### config.mk
export PLATFORM = sky130hd
export DESIGN_NAME = ovl_fire_arbiter
export DESIGN_NICKNAME = d
export VERILOG_FILES = /design/src/rtl/ovl_fire_arbiter_pkg.sv /design/src/rtl/ovl_rr_arbiter.sv /design/src/rtl/ovl_fire_arbiter.sv
export SDC_FILE = /design/constraint.sdc
export NUM_CORES = 1
export LEC_CHECK = 0
export BUFFER_PORTS_ARGS = -buffer_cell sky130_fd_sc_hd__buf_2
export CORE_UTILIZATION = 59
export CTS_CLUSTER_SIZE = 24
export DETAILED_ROUTE_END_ITERATION = 6
export HOLD_SLACK_MARGIN = 0.02
export PLACE_DENSITY = 0.85
export SLEW_MARGIN = 10
export SYNTH_ARGS = -nofsm -noshare
export SYNTH_HDL_FRONTEND = slang
export SYNTH_HIERARCHICAL = 1
export SYNTH_SLANG_ARGS = --single-unit
### constraint.sdc
create_clock -name clock -period 5.1 [get_ports clock]
set_input_delay 0.255 -clock clock [delete_from_list [all_inputs] [get_ports clock]]
set_output_delay 0.255 -clock clock [all_outputs]
set_load 0.01 [all_outputs]
### src/rtl/ovl_fire_arbiter_pkg.sv
// Shared types and constants for the OVL fire arbiter.
// Imported by the arbiter top and its round-robin sub-module.
package ovl_fire_arbiter_pkg;

    typedef enum logic {
        IDLE    = 1'b0,
        PRESENT = 1'b1
    } state_t;

    localparam logic KIND_2STATE = 1'b0;
    localparam logic KIND_XCHECK = 1'b1;

endpackage

### src/rtl/ovl_rr_arbiter.sv
// Combinational round-robin arbiter: rotate by ptr, pick the
// lowest set request, rotate the index back.
module ovl_rr_arbiter #(
    parameter int N = 4,
    localparam int IW = $clog2(N)
) (
    input  logic [N-1:0]  req,
    input  logic [IW-1:0] ptr,
    output logic          gnt_valid,
    output logic [IW-1:0] gnt_id
);

    function automatic int wrap(input int v);
        return (v >= N) ? v - N : v;
    endfunction

    logic [N-1:0]  rot;
    logic [IW-1:0] off;

    always_comb begin
        rot       = '0;
        off       = '0;
        gnt_valid = 1'b0;
        for (int k = 0; k < N; k++) begin
            rot[k] = req[wrap(int'(ptr) + k)];
        end
        for (int k = N - 1; k >= 0; k--) begin
            if (rot[k]) begin
                gnt_valid = 1'b1;
                off       = IW'(k);
            end
        end
        gnt_id = IW'(wrap(int'(off) + int'(ptr)));
    end

endmodule

### src/rtl/ovl_fire_arbiter.sv
// Captures OVL checker fire pulses as pending bits and serializes
// them into a valid/ready failure-report stream.
module ovl_fire_arbiter
    import ovl_fire_arbiter_pkg::*;
#(
    parameter int NUM_CHECKS = 4,
    parameter int CNT_WIDTH  = 16,
    localparam int ID_WIDTH  = $clog2(NUM_CHECKS)
) (
    input  logic                  clock,
    input  logic                  reset,
    input  logic                  enable,
    input  logic [NUM_CHECKS-1:0] fire_2state,
    input  logic [NUM_CHECKS-1:0] fire_xcheck,
    input  logic [NUM_CHECKS-1:0] mask,
    output logic                  rpt_valid,
    input  logic                  rpt_ready,
    output logic [ID_WIDTH-1:0]   rpt_id,
    output logic                  rpt_kind,
    output logic [CNT_WIDTH-1:0]  fail_count,
    output logic                  overflow,
    output logic                  busy
);

    state_t                state;
    logic [NUM_CHECKS-1:0] pend2;
    logic [NUM_CHECKS-1:0] pendx;
    logic [NUM_CHECKS-1:0] set2;
    logic [NUM_CHECKS-1:0] setx;
    logic [NUM_CHECKS-1:0] clr2;
    logic [NUM_CHECKS-1:0] clrx;
    logic [NUM_CHECKS-1:0] pend2_nxt;
    logic [NUM_CHECKS-1:0] pendx_nxt;
    logic [ID_WIDTH-1:0]   rr_ptr;
    logic [ID_WIDTH-1:0]   ptr_nxt;
    logic [ID_WIDTH-1:0]   gnt_id;
    logic                  gnt_valid;
    logic                  advance;
    logic                  load;
    logic                  kind_sel;
    logic                  ovf_hit;
    logic                  hs;
    logic                  valid_nxt;
    logic                  busy_nxt;

    // Arbiter sees only registered pending bits, never this cycle's fires.
    ovl_rr_arbiter #(
        .N(NUM_CHECKS)
    ) u_rr (
        .req      (pend2 | pendx),
        .ptr      (rr_ptr),
        .gnt_valid(gnt_valid),
        .gnt_id   (gnt_id)
    );

    always_comb begin
        set2     = fire_2state & ~mask & {NUM_CHECKS{enable}};
        setx     = fire_xcheck & ~mask & {NUM_CHECKS{enable}};
        hs       = rpt_valid & rpt_ready;
        advance  = (state == IDLE) | rpt_ready;
        load     = advance & gnt_valid;
        kind_sel = pend2[gnt_id] ? KIND_2STATE : KIND_XCHECK;
        clr2     = '0;
        clrx     = '0;
        if (load) begin
            if (kind_sel == KIND_2STATE) clr2[gnt_id] = 1'b1;
            else                         clrx[gnt_id] = 1'b1;
        end
        // Set wins over a same-cycle clear, so the new event stays queued.
        pend2_nxt = (pend2 & ~clr2) | set2;
        pendx_nxt = (pendx & ~clrx) | setx;
        ovf_hit   = (|(set2 & pend2 & ~clr2)) | (|(setx & pendx & ~clrx));
        valid_nxt = load | (rpt_valid & ~rpt_ready);
        busy_nxt  = valid_nxt | (|pend2_nxt) | (|pendx_nxt);
        ptr_nxt   = (gnt_id == ID_WIDTH'(NUM_CHECKS - 1)) ? '0 : gnt_id + 1'b1;
    end

    always_ff @(posedge clock) begin
        if (reset) begin
            state      <= IDLE;
            pend2      <= '0;
            pendx      <= '0;
            rr_ptr     <= '0;
            rpt_valid  <= 1'b0;
            rpt_id     <= '0;
            rpt_kind   <= KIND_2STATE;
            fail_count <= '0;
            overflow   <= 1'b0;
            busy       <= 1'b0;
        end else begin
            pend2 <= pend2_nxt;
            pendx <= pendx_nxt;
            busy  <= busy_nxt;
            if (ovf_hit) overflow <= 1'b1;
            if (hs && fail_count != '1) fail_count <= fail_count + 1'b1;
            if (load) begin
                rpt_id   <= gnt_id;
                rpt_kind <= kind_sel;
                rr_ptr   <= ptr_nxt;
            end
            case (state)
                IDLE: begin
                    if (load) begin
                        state     <= PRESENT;
                        rpt_valid <= 1'b1;
                    end
                end
                PRESENT: begin
                    if (rpt_ready && !load) begin
                        state     <= IDLE;
                        rpt_valid <= 1'b0;
                    end
                end
                default: begin
                    state     <= IDLE;
                    rpt_valid <= 1'b0;
                end
            endcase
        end
    end

endmodule

After elaboration in Yosys (flattened, before gate mapping)
Index checks and enable logic that the tools add are counted.

$add $sub $neg: 11. Order comparisons: 11. Equality and inequality tests: 4. Mux-type cells: 41. Bitwise gates (word level): 26. Reduce and logical (&&, ||, !) cells: 9.

Operators by type and width (number): $lt 32x4->1 const B (4); $mux 32 (4); $ge 32x4->1 const B (3); $sub 32x4->32 const B (3); $and 4x4->4 (10); $mux 1 (19); $add 16x1->16 const B (1); $mux 4 (4); $ne 16x16->1 const B (1); $reduce_or 4->1 (4); $mux 2 (6); $not 4->4 (3); $or 4x4->4 (3); $bmux 1 s2 (5); $add 2x2->3 const B (2); $or 1x1->1 (5); $pmux 1 s2 (2); $sub 2x3->4 const B (1); $add 2x1->3 const B (1); $add 2x2->3 (1); $and 1x1->1 (3); $ge 2x3->1 const B (1); $ge 3x3->1 const B (1); $logic_and 1x1->1 (3); 11 further kinds (12).

Flip-flop bits (word level): 33. Bits of input ports: 16. Output and inout port bits: 22. Logic and storage cells: 112.

Longest topological paths before layout
Gate-level depths: netlist of the first run.

Depth in word-level cells: 25. Depth in mapped cells: 14. Mapped depth without buffers: 14.

By module
The synthesis of the first run kept the hierarchy.

By module, submodules not included: ovl_fire_arbiter (times used 1, cells an instance 209, area an instance 1735.4 um^2, seq. area each 660.6 um^2); ovl_rr_arbiter (times used 1, cells an instance 25, area an instance 166.4 um^2, seq. area each 0.0 um^2).

Least setup slack after synthesis of the first run
OpenSTA, ideal clock, no wires.

Path kind: reg2reg. From: register pend2[0]. To: register overflow. Setup time: 0.133 ns. Arrival time: 2.930 ns. Required time: 4.967 ns. Slack: 2.037 ns. Cell stages (with the launch flop): 14. Path buffers: 0. Period minus slack after synthesis: 3.063 ns. Cells stage by stage: dfxtp_1 -> or2_2 -> nor2_1 -> a2bb2oi_1 -> o211ai_1 -> o21a_1 -> ha_1 -> xnor2_1 -> xnor2_1 -> mux4_2 -> or4b_4 -> nand2_1 -> o2bb2ai_2 -> a31oi_1.

Longest elaborated chain between the ends: 21. Elaborated cells on any way between the ends: 45. Those cells by class: add/sub: 2; order compare: 3; mux: 29; bitwise: 8; reduce/logical: 3.

RTL lines: start, declared (line ovl_fire_arbiter.sv:26) `logic [NUM_CHECKS-1:0] pend2;`; start signal, assigned (line ovl_fire_arbiter.sv:91) `pend2 <= pend2_nxt;`; $or 4x4->4 (*) (line ovl_fire_arbiter.sv:50) `.req (pend2 | pendx),`; $bmux 1 s2 (line ovl_rr_arbiter.sv:25) `rot[k] = req[wrap(int'(ptr) + k)];`; $mux 1 (implied by the code) (2 in a row) (line ovl_rr_arbiter.sv:25); $mux 2 (3 in a row) (line ovl_rr_arbiter.sv:28) `if (rot[k]) begin`; $mux 2 (*) (line ovl_rr_arbiter.sv:28); $add 2x2->3 (*) (line ovl_rr_arbiter.sv:33) `gnt_id = IW'(wrap(int'(off) + int'(ptr)));`; $ge 3x3->1 / $sub 2x1->2 (equally long branches) (line ovl_rr_arbiter.sv:14) `return (v >= N) ? v - N : v;`; $mux 2 (*) (line ovl_rr_arbiter.sv:14); via gnt_id[1] (line ovl_fire_arbiter.sv:36) `logic [ID_WIDTH-1:0] gnt_id;`; [... 2 more ...]; $mux 1 (implied by the code) (line ovl_fire_arbiter.sv:66, ovl_fire_arbiter.sv:67); $demux 1 s2 (line ovl_fire_arbiter.sv:66, ovl_fire_arbiter.sv:67); $mux 4 (line ovl_fire_arbiter.sv:66) `if (kind_sel == KIND_2STATE) clr2[gnt_id] = 1'b1;`; $mux 4 (line ovl_fire_arbiter.sv:65) `if (load) begin`; $not 4->4 (line ovl_fire_arbiter.sv:72) `ovf_hit = (|(set2 & pend2 & ~clr2)) | (|(setx & pendx & ~clrx));`; $and 4x4->4 (line ovl_fire_arbiter.sv:72); $reduce_or 4->1 (line ovl_fire_arbiter.sv:72); $or 1x1->1 (*) (line ovl_fire_arbiter.sv:72); end signal, assigned (line ovl_fire_arbiter.sv:88) `overflow <= 1'b0;`; end signal, assigned (line ovl_fire_arbiter.sv:94) `if (ovf_hit) overflow <= 1'b1;`; end, declared (line ovl_fire_arbiter.sv:21) `output logic overflow,`.

Mark *: on every way through the listed nets, which the timed path passes. The rest lies on a longest branch. The select of a mux whose other input is x is not followed. A chain may end at the register's enable or synchronous reset.

Final worst setup path of the first run
From: register pend2[0]. To: register busy.

Longest elaborated chain between the ends: 23. Elaborated cells on any way between the ends: 48. Those cells by class: add/sub: 2; order compare: 3; mux: 29; bitwise: 11; reduce/logical: 3.

RTL lines: $or 4x4->4 (*) (line ovl_fire_arbiter.sv:50); $bmux 1 s2 (line ovl_rr_arbiter.sv:25); $mux 1 (implied by the code) (2 in a row) (line ovl_rr_arbiter.sv:25); $mux 2 (3 in a row) (line ovl_rr_arbiter.sv:28); $mux 2 (*) (line ovl_rr_arbiter.sv:28); $add 2x2->3 (*) (line ovl_rr_arbiter.sv:33); $ge 3x3->1 / $sub 2x1->2 (equally long branches) (line ovl_rr_arbiter.sv:14); $mux 2 (*) (line ovl_rr_arbiter.sv:14); via gnt_id[1] (line ovl_fire_arbiter.sv:36); [... 4 more ...]; $mux 4 (line ovl_fire_arbiter.sv:66); $mux 4 (line ovl_fire_arbiter.sv:65); $not 4->4 (line ovl_fire_arbiter.sv:70) `pend2_nxt = (pend2 & ~clr2) | set2;`; $and 4x4->4 (line ovl_fire_arbiter.sv:70); $or 4x4->4 (line ovl_fire_arbiter.sv:70); $reduce_or 4->1 (line ovl_fire_arbiter.sv:74) `busy_nxt = valid_nxt | (|pend2_nxt) | (|pendx_nxt);`; $or 1x1->1 (line ovl_fire_arbiter.sv:74); $or 1x1->1 (*) (line ovl_fire_arbiter.sv:74); end signal, assigned (line ovl_fire_arbiter.sv:93) `busy <= busy_nxt;`; end, declared (line ovl_fire_arbiter.sv:22) `output logic busy`.

Marks and branches as above.

==> impl_metrics.toml, run 1 <==
[placed_design]
place_hpwl_mm = 3.176
place_ws_ps = 1704
port_buffers = 37
place_congestion = 0.9289
placement.cell_area_mm2 = 0.002112

[sta]
tightest_slew_ps = 1017
finalHoldViolCount = 0
max_slew_margin_pct = 31.69
fin_crit_ps = 3568
setup_violations = 0
max_freq_ghz = 0.2803
finalSetupTns_ps = 0
rsz0062_at_grt = "false"
worst_slack_ps = 1532
finalCritPeriodShare_pct = 69.96
skew_ps = 15.41
slew_violations = 0

[floorplan]
die_area_mm2 = 0.003455
core_mm2 = 0.003053
io_pins = 38
die_x_um = 58.78
fp-row-count = 20
dieHeight_um = 58.78
start_util_pct = 62.30

[clock_tree]
clk_latency_ps = 340
cts.repair.resized = 0
root_buffer = "clkbuf_4"
cts_setup_buffers = 0
cts_max_level = 2
postCtsHoldBufs = 0
clock-sinks = 33
cts_tree = "done"
cts_buffer_depth = 2
cts.clk_slew.worst_paths_ps = 120
cts_buffers = 5

[synthesis]
ys_types = 52
synth-seq-cells = 33
synth_flop_cell = "dfxtp_1"
ys_async_sr_fraction_pct = 0
synth_nets = 256
post_synth.cell_area_avg_um2 = 8.127
ys.warnings.count = 6
syn-cell-area_mm2 = 0.001902
netlist_instances = 234
ys_seq_area_share_pct = 34.74
synth_top_area_share_pct = 34.74
synth_edf_count = 0
yosys-top-cells-area = "dfxtp_1 35%, xnor2_1 6.9%, nor2_1 5.5%"
synth_top_cell_by_area = "dfxtp_1"

[critical_path]
worst-path-buf-inv = 0
end_kind = "register"
worstPathRequired_ps = 5290
cpPeakStageDelay_ps = 460
path_max_fanout = 7
worstPathCellList = "or2_2 > nor2_1 > a2bb2oi_1 > o211ai_1 > o21a_1 > ha_1 > xnor2_1 > xnor2_1 > mux4_2 > nor3_1 > a31oi_1 > o21ai_0 > a41oi_1"
worstSetupPathType = "register to register"
critPathLaunchType = "register"
slowest_stage = "mux4_2"
path_common_cell = "xnor2_1"
arrival_ps = 3760
critPathTopFamily = "simple AND/OR/NAND/NOR gates"

[global_route]
grt_pass1_vias = 1583
grt_util_all_layers_pct = 27.58
grt_pass1_wl_mm = 7.265
antenna_found_initial = 0
grt_start_max_net_pins = 34
gr-total-overflow = 0

[routing]
drc_errors = 0
route.met2.wl_mm = 2.031
wire_per_inst_um = 14.05
drtPass1Iterations = 6
routed.top_layer = "met4"
wl_met1_mm = 2.096
first_iter_violations = 121
viasPerCell = 5.991
drt_wl_total_mm = 4.440
vias = 1893
wl_met3_um = 254
final_antenna_net_count = 0

[flow_run]
maxCapViolCount = 0

[layout]
post-route-util_pct = 71.97
nets = 293
final_area_mm2 = 0.002197
area_growth_pct = 15.53
drive_above_1_share_pct = 20.96
insertedDiodeCount = 0

[pwr]
max-vdd-ir-drop_v = 0.0002988
powerDensity_mw_per_mm2 = 405.4
finalPower_uw = 890.7
p_leak_uw = 0.0008658

[hold_path]
hp-class = "input port to register"

[run_status]
status = "complete, no violations"
## worst register-to-register path: stages, from the launching register on
cell and delay, ps:
dfxtp_1 360, or2_2 380, nor2_1 160, a2bb2oi_1 160, o211ai_1 100, o21a_1 120
ha_1 180, xnor2_1 140, xnor2_1 410, mux4_2 460, nor3_1 440, a31oi_1 180
o21ai_0 200, a41oi_1 130
## flip-flops by register name (all words and copies together), names as in the netlist
register    flops
rr_ptr          2
state           1
fail_count     16
rpt_kind        1
rpt_id          2
overflow        1
busy            1
pend2           4
rpt_valid       1
pendx           4
## routing by layer
| metal | GRT usage, % | up-vias |
|---|---|---|
| li1 | - | 920 |
| met1 | 38.61 | 891 |
| met2 | 42.53 | 72 |
| met3 | 4.615 | 10 |
| met4 | 10.20 | 0 |
| met5 | 0 | - |
## placed cells by master, fill, tap and decap left out, drive strengths merged, types with 5 or more instances in the layout
master	instances
dfxtp	33
buf	37
nand2	25
nand3	7
or2	5
nor3	13
a31oi	5
a22oi	5
o21ai	5
inv	12
nor2b	8
nor2	28
xnor2	15
a21oi	12
clkbuf	7
ha	6
## area by class of cell
type,instances,area [µm²]
clock buffers,7,55.05
clock inverters,1,30.03
fillers,273,855.8
inverters,12,45.04
multi-input cells,182,1166
flip-flops and latches,33,660.6
well taps,44,55.05
repair buffers,37,185.2
## stage by stage
| step | instances | hold slack, ps |
|---|---|---|
| finish | 316 | 185.0 |
| CTS | 316 | 169.3 |
| global placement | 308 | 440.1 |
| detailed placement | 308 | 444.4 |
| global route | 316 | 191.9 |
| floorplan | 234 | 366.3 |
## logic make-up after synthesis
kind of cell | Yosys count | share of synthesized area (%)
flops | 33 | 34.74
compound gates | 50 | 18.75
xor+xnor | 15 | 6.908
simple gates | 108 | 29.21
mux | 3 | 2.500
buf+inv | 19 | 3.947
fa+ha+maj | 6 | 3.947
## where the power goes
part	switching, µW	internal [µW]
Clock	92.2	117
Combinational	216	151
Sequential	28.8	286
Total	337	553
## final timing paths
kind                           from                     end  slack (ps)  depth (start not counted)
max             pend2[0]$_SDFF_PP0_         busy$_SDFF_PP0_        1530                         13
min                       rpt_ready  rpt_valid$_SDFFE_PP0P_         190                          2
max reg2reg     pend2[0]$_SDFF_PP0_         busy$_SDFF_PP0_        1530                         13
min reg2reg  rpt_id[0]$_SDFFE_PP0P_  rpt_id[0]$_SDFFE_PP0P_         460                          2
## synth_stat cells, types with 2 or more instances
cell,number
a2111oi_0,4
buf_2,3
and4_1,2
nor2_1,28
a311oi_1,2
nand2_1,25
nand3_1,7
dfxtp_1,33
ha_1,6
nor3_1,13
o22ai_1,2
a211oi_1,2
and3_1,3
o21a_1,2
nor2b_1,8
a22oi_1,5
o21ai_0,5
inv_1,12
nand4_1,4
o2bb2ai_1,2
xnor2_1,15
a31oi_1,5
clkbuf_1,4
a21oi_1,11
or2_2,4
(Power assumes the default switching activity.)
==> run 2, diff against run 1 <==
CORE_UTILIZATION = 49   (was 59)
PLACE_DENSITY = 0.75   (was 0.85)
clock period = 2.95 ns   (was 5.1 ns; I/O delays follow)
==> impl_metrics.toml, run 2 (same netlist as run 1, synthesis figures left out) <==
[global_route]
grt_util_all_layers_pct = 23.98
grt_pass1_vias = 1729
grt_pass1_wl_mm = 7.728
grt_start_max_net_pins = 34
antenna_found_initial = 0
gr-total-overflow = 0

[sta]
slew_violations = 0
max_slew_margin_pct = 57.88
finalSetupTns_ps = -38.57
skew_ps = 3.553
setup_violations = 2
finalHoldViolCount = 0
tightest_slew_ps = 626.9
max_freq_ghz = 0.3357
finalCritPeriodShare_pct = 101.0
rsz0062_at_grt = "true"
fin_crit_ps = 2979
worst_slack_ps = -28.62

[critical_path]
critPathLaunchType = "register"
arrival_ps = 3120
worstSetupPathType = "register to register"
r2r_start = "pendx[2]$_SDFF_PP0_"
path_max_fanout = 7
worstRegToRegCells = 12
worstPathRequired_ps = 3090
rrSetupSlack_ps = -30
regToRegEndpoint = "busy$_SDFF_PP0_"
end_kind = "register"

[routing]
vias = 1899
final_antenna_net_count = 0
viasPerCell = 5.652
first_iter_violations = 119
drtPass1Iterations = 4
drc_errors = 0
wire_per_inst_um = 13.63
drt_wl_total_mm = 4.578

[clock_tree]
cts_max_level = 2
clk_latency_ps = 280
cts_buffers = 5
postCtsHoldBufs = 0
clock-sinks = 33
cts_buffer_depth = 2
cts.clk_slew.worst_paths_ps = 70
cts_tree = "done"
root_buffer = "clkbuf_8"

[run_status]
status = "complete, but fails checks"
violations = "setup timing"

[floorplan]
dieHeight_um = 64.30
fp-row-count = 22
core_mm2 = 0.003689
start_util_pct = 51.56
io_pins = 38
die_area_mm2 = 0.004134
die_x_um = 64.30

[hold_path]
min_to = "rpt_valid$_SDFFE_PP0P_"
hp-class = "input port to register"
hp-start = "rpt_ready"
hold_depth = 2

[layout]
nFillCells = 337
regArea_um2 = 663.1
nets = 309
layout.cells.most_common = "buf_2"
insertedDiodeCount = 0
largest_reg_flops = 16
regMostFlops = "fail_count"
final_cell_mix = "37 x buf_2, 31 x dfxtp_1, 26 x nor2_1"
reg_top3 = "fail_count x16, pend2 x4, pendx x4"
area_growth_pct = 27.30
multi_input_area_mm2 = 0.001231
drive_above_1_share_pct = 29.17
finalNonFillerCells = 336

[pwr]
max-vdd-ir-drop_v = 0.0003456
p_leak_uw = 0.0009740
powerDensity_mw_per_mm2 = 734.7

[placed_design]
port_buffers = 37
place_hpwl_mm = 3.267
place_congestion = 0.8849
place_inst = 327
place_ws_ps = 5.682

[flow_run]
maxCapViolCount = 0
==> run 2: worst max-delay path: stages (launching register included) <==
cell and delay, ps:
dfxtp_2 320, or2_4 290, nor2_4 110, a2bb2oi_2 150, o211ai_1 100, o21a_1 160
ha_4 160, xnor2_2 140, xnor2_2 200, mux4_2 380, or4b_4 530, a21oi_2 170
a41oi_1 100
==> run 2: layer usage <==
layer  vias to the layer above  GRT usage (%)  part of all wire, %
li1                        951              -                    -
met1                       892          32.89                   47
met2                        51          36.84                   46
met3                         5          5.000                  5.8
met4                         0          8.611                  1.4
met5                         -              0                    0
==> run 2: cell type report <==
cell class / instances / share of cell area [%]
tap: 48 / 2.481
sequential: 33 / 27.39
multi-input combinational: 182 / 50.85
clock buffer: 7 / 3.566
clock inverter: 1 / 1.240
inverter: 12 / 1.860
timing repair buffer: 53 / 12.61
==> run 2: report_power, final <==
group / leakage [µW] / internal (µW) / switching [µW]
clock network: 0.0000585 / 275 / 167
logic: 0.000646 / 378 / 417
registers: 0.000270 / 495 / 46.4
==> run 2: worst max path at each step <==
stage                             start                     to  cells after the start
floorplan           pend2[0]$_SDFF_PP0_  overflow$_SDFFE_PP0P_                     13
global placement    pend2[0]$_SDFF_PP0_        busy$_SDFF_PP0_                     12
detailed placement  pend2[0]$_SDFF_PP0_        busy$_SDFF_PP0_                     12
CTS                 pend2[0]$_SDFF_PP0_        busy$_SDFF_PP0_                     12
global route        pend2[0]$_SDFF_PP0_        busy$_SDFF_PP0_                     12
finish              pendx[2]$_SDFF_PP0_        busy$_SDFF_PP0_                     12
==> run 2: stage by stage <==
stage               cell area [µm²]  utilization, %  hold slack [ps]  total power [µW]
global placement               2255           61.13            437.0              1276
floorplan                      1927               -            258.8              1037
CTS                            2371           64.28            125.8              1727
global route                   2421           65.64            155.4              1898
finish                         2421           65.64            131.3              1779
detailed placement             2255           61.13            431.5              1277
==> run 2: what timing repair did <==
item / in CTS / in global routing
setup endpoints to repair: 2 / 4
buffers inserted: 0 / 1
pin swaps: 1 / 0
gates resized for setup: 0 / 12
